===== config.mk =====
export PLATFORM = sky130hd
export DESIGN_NAME = instr_encoder
export DESIGN_NICKNAME = d
export VERILOG_FILES = /design/src/rtl/mips_isa_pkg.sv /design/src/rtl/sync_fifo.sv /design/src/rtl/instr_encoder.sv
export SDC_FILE = /design/constraint.sdc
export NUM_CORES = 1
export LEC_CHECK = 0
export CAP_MARGIN = 10
export CORE_ASPECT_RATIO = 2
export CORE_MARGIN = 2
export CORE_UTILIZATION = 50
export DETAILED_ROUTE_END_ITERATION = 6
export PLACE_DENSITY = 0.88
export SYNTH_ARGS = -nofsm -noshare
export SYNTH_HDL_FRONTEND = slang
export SYNTH_SLANG_ARGS = --single-unit

===== constraint.sdc =====
create_clock -name clk -period 9.54 [get_ports clk]
set_input_delay 1.908 -clock clk [delete_from_list [all_inputs] [get_ports clk]]
set_output_delay 1.908 -clock clk [all_outputs]
set_load 0.02 [all_outputs]

===== src/rtl/mips_isa_pkg.sv =====
// mips_isa_pkg: MIPS opcode/funct constants, encoder mnemonic codes and instruction field layouts
package mips_isa_pkg;
    localparam logic [5:0] OP_RTYPE = 6'h00;
    localparam logic [5:0] OP_J     = 6'h02;
    localparam logic [5:0] OP_JAL   = 6'h03;
    localparam logic [5:0] OP_BEQ   = 6'h04;
    localparam logic [5:0] OP_BNE   = 6'h05;
    localparam logic [5:0] OP_ADDI  = 6'h08;
    localparam logic [5:0] OP_ANDI  = 6'h0C;
    localparam logic [5:0] OP_ORI   = 6'h0D;
    localparam logic [5:0] OP_LUI   = 6'h0F;
    localparam logic [5:0] OP_LW    = 6'h23;
    localparam logic [5:0] OP_SW    = 6'h2B;

    localparam logic [5:0] F_SLL = 6'h00;
    localparam logic [5:0] F_SRL = 6'h02;
    localparam logic [5:0] F_JR  = 6'h08;
    localparam logic [5:0] F_ADD = 6'h20;
    localparam logic [5:0] F_SUB = 6'h22;
    localparam logic [5:0] F_AND = 6'h24;
    localparam logic [5:0] F_OR  = 6'h25;
    localparam logic [5:0] F_NOR = 6'h27;

    localparam logic [4:0] M_ADD  = 5'd0;
    localparam logic [4:0] M_SUB  = 5'd1;
    localparam logic [4:0] M_AND  = 5'd2;
    localparam logic [4:0] M_OR   = 5'd3;
    localparam logic [4:0] M_NOR  = 5'd4;
    localparam logic [4:0] M_SLL  = 5'd5;
    localparam logic [4:0] M_SRL  = 5'd6;
    localparam logic [4:0] M_JR   = 5'd7;
    localparam logic [4:0] M_ADDI = 5'd8;
    localparam logic [4:0] M_ANDI = 5'd9;
    localparam logic [4:0] M_ORI  = 5'd10;
    localparam logic [4:0] M_LUI  = 5'd11;
    localparam logic [4:0] M_LW   = 5'd12;
    localparam logic [4:0] M_SW   = 5'd13;
    localparam logic [4:0] M_BEQ  = 5'd14;
    localparam logic [4:0] M_BNE  = 5'd15;
    localparam logic [4:0] M_J    = 5'd16;
    localparam logic [4:0] M_JAL  = 5'd17;

    typedef struct packed {
        logic [5:0] op;
        logic [4:0] rs;
        logic [4:0] rt;
        logic [4:0] rd;
        logic [4:0] shamt;
        logic [5:0] funct;
    } rFields_t;

    typedef struct packed {
        logic [5:0]  op;
        logic [4:0]  rs;
        logic [4:0]  rt;
        logic [15:0] imm;
    } iFields_t;

    typedef struct packed {
        logic [5:0]  op;
        logic [25:0] target;
    } jFields_t;

    function automatic logic [5:0] mnemOp(input logic [4:0] m);
        case (m)
            M_ADDI:  return OP_ADDI;
            M_ANDI:  return OP_ANDI;
            M_ORI:   return OP_ORI;
            M_LUI:   return OP_LUI;
            M_LW:    return OP_LW;
            M_SW:    return OP_SW;
            M_BEQ:   return OP_BEQ;
            M_BNE:   return OP_BNE;
            M_J:     return OP_J;
            M_JAL:   return OP_JAL;
            default: return OP_RTYPE;
        endcase
    endfunction

    function automatic logic [5:0] mnemFunct(input logic [4:0] m);
        case (m)
            M_SUB:   return F_SUB;
            M_AND:   return F_AND;
            M_OR:    return F_OR;
            M_NOR:   return F_NOR;
            M_SLL:   return F_SLL;
            M_SRL:   return F_SRL;
            M_JR:    return F_JR;
            default: return F_ADD;
        endcase
    endfunction
endpackage


===== src/rtl/sync_fifo.sv =====
// sync_fifo: single-clock FIFO with count-based full/empty; head reads 0 while empty
module sync_fifo #(
    parameter int W = 32,
    parameter int DEPTH = 4
) (
    input  logic         clk,
    input  logic         reset,
    input  logic         clear,
    input  logic         push,
    input  logic [W-1:0] wrData,
    input  logic         pop,
    output logic [W-1:0] rdData,
    output logic         full,
    output logic         empty
);
    localparam int AW = $clog2(DEPTH);

    logic [W-1:0]  mem [DEPTH];
    logic [AW-1:0] rdPtr, wrPtr;
    logic [AW:0]   count;
    logic          doPush, doPop;

    assign full   = count == (AW+1)'(DEPTH);
    assign empty  = count == '0;
    assign doPush = push && !full;
    assign doPop  = pop && !empty;
    assign rdData = empty ? '0 : mem[rdPtr];

    always_ff @(posedge clk) begin
        if (!reset || clear) begin
            rdPtr <= '0;
            wrPtr <= '0;
            count <= '0;
        end else begin
            rdPtr <= rdPtr + AW'(doPop);
            wrPtr <= wrPtr + AW'(doPush);
            count <= count + (AW+1)'(doPush) - (AW+1)'(doPop);
        end
    end

    always_ff @(posedge clk)
        if (doPush) mem[wrPtr] <= wrData;
endmodule


===== src/rtl/instr_encoder.sv =====
// instr_encoder: packs mnemonic+operand fields into MIPS words, queues them and tags each with its load address
module instr_encoder
    import mips_isa_pkg::*;
#(
    parameter int DEPTH = 4,
    parameter int ADDR_W = 32,
    parameter logic [ADDR_W-1:0] BASE_ADDR = 32'h0040_0000
) (
    input  logic              clk,
    input  logic              reset,
    input  logic              clear,
    input  logic              in_valid,
    output logic              in_ready,
    input  logic [4:0]        mnem,
    input  logic [4:0]        rs,
    input  logic [4:0]        rt,
    input  logic [4:0]        rd,
    input  logic [4:0]        shamt,
    input  logic [15:0]       imm,
    input  logic [25:0]       target,
    output logic              out_valid,
    input  logic              out_ready,
    output logic [31:0]       out_word,
    output logic [ADDR_W-1:0] out_addr,
    output logic              err_illegal,
    output logic [15:0]       word_count
);
    logic     isShift, isJr, isR, isJ, legal, accept, push, pop, full, empty;
    rFields_t rWord;
    iFields_t iWord;
    jFields_t jWord;
    logic [31:0] word;

    assign isShift = mnem == M_SLL || mnem == M_SRL;
    assign isJr    = mnem == M_JR;
    assign isR     = mnem < M_ADDI;
    assign isJ     = mnem == M_J || mnem == M_JAL;
    assign legal   = mnem <= M_JAL;

    assign rWord = '{op: OP_RTYPE, rs: isShift ? 5'd0 : rs, rt: isJr ? 5'd0 : rt,
                     rd: isJr ? 5'd0 : rd, shamt: isShift ? shamt : 5'd0, funct: mnemFunct(mnem)};
    assign iWord = '{op: mnemOp(mnem), rs: mnem == M_LUI ? 5'd0 : rs, rt: rt, imm: imm};
    assign jWord = '{op: mnemOp(mnem), target: target};
    assign word  = isR ? rWord : isJ ? jWord : iWord;

    // Illegal mnemonics still complete the handshake but never reach the queue
    assign accept    = in_valid && in_ready;
    assign push      = accept && legal;
    assign pop       = out_valid && out_ready;
    assign in_ready  = !full;
    assign out_valid = !empty;

    sync_fifo #(.W(32), .DEPTH(DEPTH)) fifo (
        .clk(clk), .reset(reset), .clear(clear),
        .push(push), .wrData(word), .pop(pop),
        .rdData(out_word), .full(full), .empty(empty)
    );

    always_ff @(posedge clk) begin
        if (!reset || clear) begin
            out_addr    <= BASE_ADDR;
            word_count  <= '0;
            err_illegal <= 1'b0;
        end else begin
            if (pop) begin
                out_addr   <= out_addr + ADDR_W'(4);
                word_count <= word_count + 16'd1;
            end
            if (accept && !legal) err_illegal <= 1'b1;
        end
    end
endmodule


### After elaboration in Yosys (flattened, before gate mapping)

Memory sizes are Yosys's and may differ from the RTL's. A register that Yosys moved wholly into a read port is not among the register bits.
Index checks and enable logic that the tools add are counted.

* magnitude comparators: 2
* multiplexer cells: 12
* reduce and logical (&&, ||, !) cells: 14
* $add $sub $neg: 6
* eq/ne operators: 11

Operators with widths (count)
* $mux W32: 3
* $pmux W6 S7: 1
* $add A32 B3 Y32 const B: 1
* $mux W5: 5
* $eq A5 B3 Y1 const B: 4
* $add A16 B1 Y16 const B: 1
* $eq A5 B2 Y1 const B: 2
* $eq A5 B5 Y1 const B: 2
* $logic_and A1 B1 Y1: 6
* $eq A5 B1 Y1 const B: 1
* $eq A5 B4 Y1 const B: 1
* $le A5 B5 Y1 const B: 1
* $lt A5 B4 Y1 const B: 1
* $add A2 B1 Y2: 2
* $logic_not A1 Y1: 4
* $add A3 B1 Y3: 1
* $eq A3 B3 Y1 const B: 1
* $logic_not A3 Y1: 1
* $logic_or A1 B1 Y1: 3
* $sub A3 B1 Y3: 1
* $mux W1: 2
* $mux W2: 1

* flip-flop bits (word level): 56
* output and inout bits: 83
* word-level logic and storage cells: 54
* memories: 3
* memory bits (writable): 128
* bits of input ports: 72
* ROM bits: 320

Memory list
* (name not given): words 32, bits a word 5, rd ports 1, clocked after memory_dff 0, write ports 0, RTL line mips_isa_pkg.sv:65 `case (m)`
* (name not given): words 32, bits a word 5, rd ports 1, clocked after memory_dff 0, write ports 0, RTL line mips_isa_pkg.sv:65
* fifo.mem: words 4, bits a word 32, rd ports 1, clocked after memory_dff 1, write ports 1, RTL line sync_fifo.sv:18 `logic [W-1:0] mem [DEPTH];`

### Logic depth before layout (Yosys ltp)

* word-level depth: 7
* depth in mapped cells: 12
* mapped depth without buffers: 10

### Hierarchy

A second synthesis with hierarchy kept.

* cell total of the unflattened synthesis: 591
* area, all modules: 8025.2 um2

By module, submodules not included
* sync_fifo: cells an instance 241, seq. area each 3983.8 um2, area an instance 5203.7 um2, times used 1
* instr_encoder: cells an instance 350, seq. area each 940.9 um2, area an instance 2821.5 um2, times used 1

### Worst setup path before layout

No wires, ideal clock.

* kind: input-to-reg
* from: in mnem[1]
* to: mem fifo.mem[1][0], enable pin
* slack: 4128 ps
* library setup time: 464 ps
* required time: 9076 ps
* path buffers: 2
* stages: 5
* arrival time: 4947 ps
* cells stage by stage: clkbuf_1 > clkbuf_1 > o31ai_1 > nand3_1 > nor3b_1

* cells in the longest elaborated chain, start to end: 5

RTL lines
* start, declared: RTL line instr_encoder.sv:14 `input logic [4:0] mnem,`
* $le A5 B5 Y1: RTL line instr_encoder.sv:38 `assign legal = mnem <= M_JAL;`
* $logic_and A1 B1 Y1: RTL line instr_encoder.sv:48 `assign push = accept && legal;`
* $logic_and A1 B1 Y1: RTL line sync_fifo.sv:25 `assign doPush = push && !full;`
* $mux W1: RTL line sync_fifo.sv:42 `if (doPush) mem[wrPtr] <= wrData;`
* $mux W1 (not written as such): RTL line sync_fifo.sv:42
* end, declared: RTL line sync_fifo.sv:18

No other way between the ends.

==> key figures <==
Outcome
  – Status: complete, no violations

Floorplanning
  – Die width: between 90 and 100 um
  – Ports: 155
  – Core area: 15,600 um^2
  – Die Y: between 150 and 200 um
  – Initial Util: ~51%
  – Die ar.: 16,900 um^2
  – # rows: 65

Worst setup path
  – Setup crit end kind: output pin
  – Worst reg2reg startpoint: fifo.count[1]
  – Crit Path Max Fanout: 23
  – CP arrival: about 2.6 ns
  – Worst R2R Setup Slack: 6.86 ns
  – CP startpoint: fifo.rdPtr[1]
  – Setup Crit Path Kind: reg2out
  – Crit path launch type: flop
  – Required time of the worst setup path: between 7 and 8 ns

Global route
  – Initial antenna violation count: 0
  – Largest net degree at the start of global routing: 49
  – Vias in the first global route: roughly 5,700
  – GRT Residual Overflow: 0
  – First-pass GRT wire length: 29,000 um
  – Total track usage: roughly 22%

Finish
  – Share of layout cells above drive strength 1: between 10% and 20%
  – # fillers: roughly 1,100
  – Post-synthesis to final-layout area growth: 29.7%
  – Antenna diodes: 0
  – Fin nets: between 800 and 900

Clocking
  – Root Buffer: clkbuf_16
  – Total CTS buffers: 17
  – Clk buf depth: 2
  – Clk sinks: 178
  – Reg clk slew, reported paths: roughly 0.070 ns
  – Post-CTS setup buffers: 0
  – Skew-Pair Late Insertion Delay: around 0.42 ns
  – CTS tree: yes
  – Htree depth: 4
  – Hold Buf Count CTS: 0
  – Cts repair resizes: 0

Timing
  – Setup tns final: 0 ns
  – Final Hold Viols: 0
  – Worst-Margin Slew: about 1.0 ns
  – Slew HR: roughly a third
  – Final period util: a little under half
  – Worst Setup Slack, final: 5.03 ns
  – Worst Skew: around 0.012 ns
  – Fmax: 222 MHz
  – RSZ-0062 raised after global routing: no
  – Post-route minimum period: between 4 and 5 ns
  – Setup Viol. Count Final: 0
  – Max-slew violations: 0

Detailed routing
  – First-pass DRT Iterations: 5
  – Met2 WL post-DR: roughly 9800 um
  – Highest routed layer: met4
  – DRC Markers: 0
  – Vias per cell: about 6
  – Final WL: approximately 18,000 um
  – Met1 Routed Length: between 6000 and 7000 um
  – Final ANT Viol Nets: 0
  – Vias after detailed routing: roughly 5,600
  – Drt wl/cell: roughly 19 um
  – Met3 wire length: 1330 um
  – DR iter-0 viols: about 440

Power and ir drop
  – Logic gate share of total power: a little under an eighth
  – NetSw: ~0.0004 W
  – Sw Share: around 23%
  – Static Leak: ~3.5 nW
  – Sequential share of power: roughly half
  – Total power: approximately 0.0018 W
  – PwrDens: 173 nW/um^2
  – Max VDD drop: between 0.0001 and 0.00015 V
  – Internal cell power: 0.00136 W
  – Clock power share: roughly 40%

Yosys
  – Mapped Area: 7900 um^2
  – Sequential cell area fraction in the yosys report: 60.9%
  – Multiplexer share of the synthesized area: around 9%
  – Simple-gate area share of the yosys netlist: 14.8%
  – Post-synth EDFFs: 124
  – #FFs+latches synth: between 150 and 200
  – Most numerous cell in the Yosys netlist: edfxtp_1
  – Top-area cell type share of the netlist area: 47.2%
  – Synth cell count leaders: 124 x edfxtp_1, 54 x dfxtp_1, 52 x nand2_1, 34 x nor2b_1, 32 x nor2_1
  – Syn_area_per_cell: about 13 um^2
  – Ys flop type: edfxtp_1
  – Complex-gate fraction of the synthesized area: under 10%
  – Post-synth top area cell: edfxtp_1
  – Syn Inst Count: 604
  – Top cells by area, synth: edfxtp_1 47%, dfxtp_1 14%, mux4_2 8.8%, nor2b_1 2.7%, nand2_1 2.5%
  – Main combinational cell family by area after synthesis: simple AND/OR/NAND/NOR gates
  – Synth warnings: 0
  – Netlist cell types: 61
  – Synth async-reset ratio: 0%
  – Synth Area in Adders: 1.20%
  – XOR/XNOR Fraction of Synth Area: 2.44%

Hold path
  – HP Class: reg2reg
  – HP Start: word_count[15]

Place
  – Place WS: 4.86 ns
  – Gp weighted congestion: ~0.85
  – # port buffers: around 150
  – Placed wire-length estimate: between 10,000 and 15,000 um

Job
  – Max cap viols: 0
## layout by cell type, fill, tap and decap left out, types with 3 or more instances in the layout
| cell | count |
|---|---|
| a21oi_1 | 27 |
| a222oi_1 | 8 |
| a22o_1 | 7 |
| a22oi_1 | 5 |
| a31oi_1 | 4 |
| a41o_1 | 3 |
| and2_1 | 7 |
| and3_1 | 7 |
| and4_1 | 4 |
| buf_4 | 7 |
| clkbuf_16 | 21 |
| clkdlybuf4s50_1 | 151 |
| conb_1 | 3 |
| dfxtp_1 | 53 |
| edfxtp_1 | 124 |
| ha_1 | 6 |
| inv_1 | 19 |
| inv_6 | 5 |
| mux4_2 | 31 |
| nand2_1 | 52 |
| nand2b_1 | 6 |
| nand3_1 | 16 |
| nand4_1 | 11 |
| nor2_1 | 31 |
| nor2b_1 | 34 |
| nor3_1 | 4 |
| o21ai_0 | 11 |
| o22ai_1 | 5 |
| o31ai_1 | 12 |
| or3_1 | 8 |
| or4_1 | 12 |
| xnor2_1 | 9 |
| xor2_1 | 13 |
## flip-flops by register name, indices dropped and copies added, names as in the netlist
signal       flops
fifo.rdPtr       2
word_count      16
out_addr        30
fifo.count       3
fifo.wrPtr       2
err_illegal      1
fifo.mem       124
## final cells by class
type                            count  area, um^2  share of cell area, %
Timing Repair Buffer              160        1590                   15.5
Clock buffer                       24         557                   5.44
Inverter                           20        75.1                  0.733
Tap cell                          201         251                   2.46
Clock inverter                      8        72.6                  0.709
Sequential cell                   178        4810                   47.0
Multi-Input combinational cell    374        2880                   28.2
## power by group through the flow
| stage | registers, W | logic, W | clock network (W) |
|---|---|---|---|
| floorplan | 0.000868 | 0.000111 | 0 |
| global placement | 0.000871 | 0.000195 | 0 |
| detailed placement | 0.000872 | 0.000200 | 0 |
| CTS | 0.000855 | 0.000203 | 0.000723 |
| global route | 0.000854 | 0.000220 | 0.000751 |
| finish | 0.000853 | 0.000205 | 0.000713 |
## critical path, cell delays in order (launching register included)
cell and delay [ns]:
dfxtp_1 0.64, buf_4 0.44, mux4_2 0.38, nor2b_1 0.16, clkdlybuf4s50_1 0.56
## logic make-up after synthesis
| family | Yosys count |
|---|---|
| AOI/OAI and AO/OA | 96 |
| xor gates and xnor gates | 22 |
| adders and majority gates | 7 |
| buffers and inverters | 54 |
| DFF | 178 |
| muxes | 33 |
| other | 1 |
| and+or+nand+nor | 213 |
## routing by layer
| layer | vias up | global-route usage (%) |
|---|---|---|
| li1 | 2592 | - |
| met5 | - | 0 |
| met2 | 287 | 38.8 |
| met4 | 0 | 7.53 |
| met3 | 26 | 4.73 |
| met1 | 2737 | 26.9 |
## per-stage QoR
| stage | util (%) | instance area, um^2 | cells | hold WS [ns] |
|---|---|---|---|---|
| 6_report | 65.6 | 10200 | 965 | 0.481 |
| 5_1_grt | 65.6 | 10200 | 965 | 0.531 |
| 4_1_cts | 65.4 | 10200 | 963 | 0.483 |
| 3_5_place_dp | 61.3 | 9580 | 931 | 0.477 |
| 3_3_place_gp | 61.3 | 9580 | 931 | 0.457 |
| 2_1_floorplan | - | 7900 | 606 | 0.529 |
## final timing paths
kind	to	cells after the start
max reg2reg	fifo.count[2]	10
max	out_word[1]	4
min reg2reg	word_count[15]	2
min	word_count[15]	2
(Power assumes the default switching activity.)
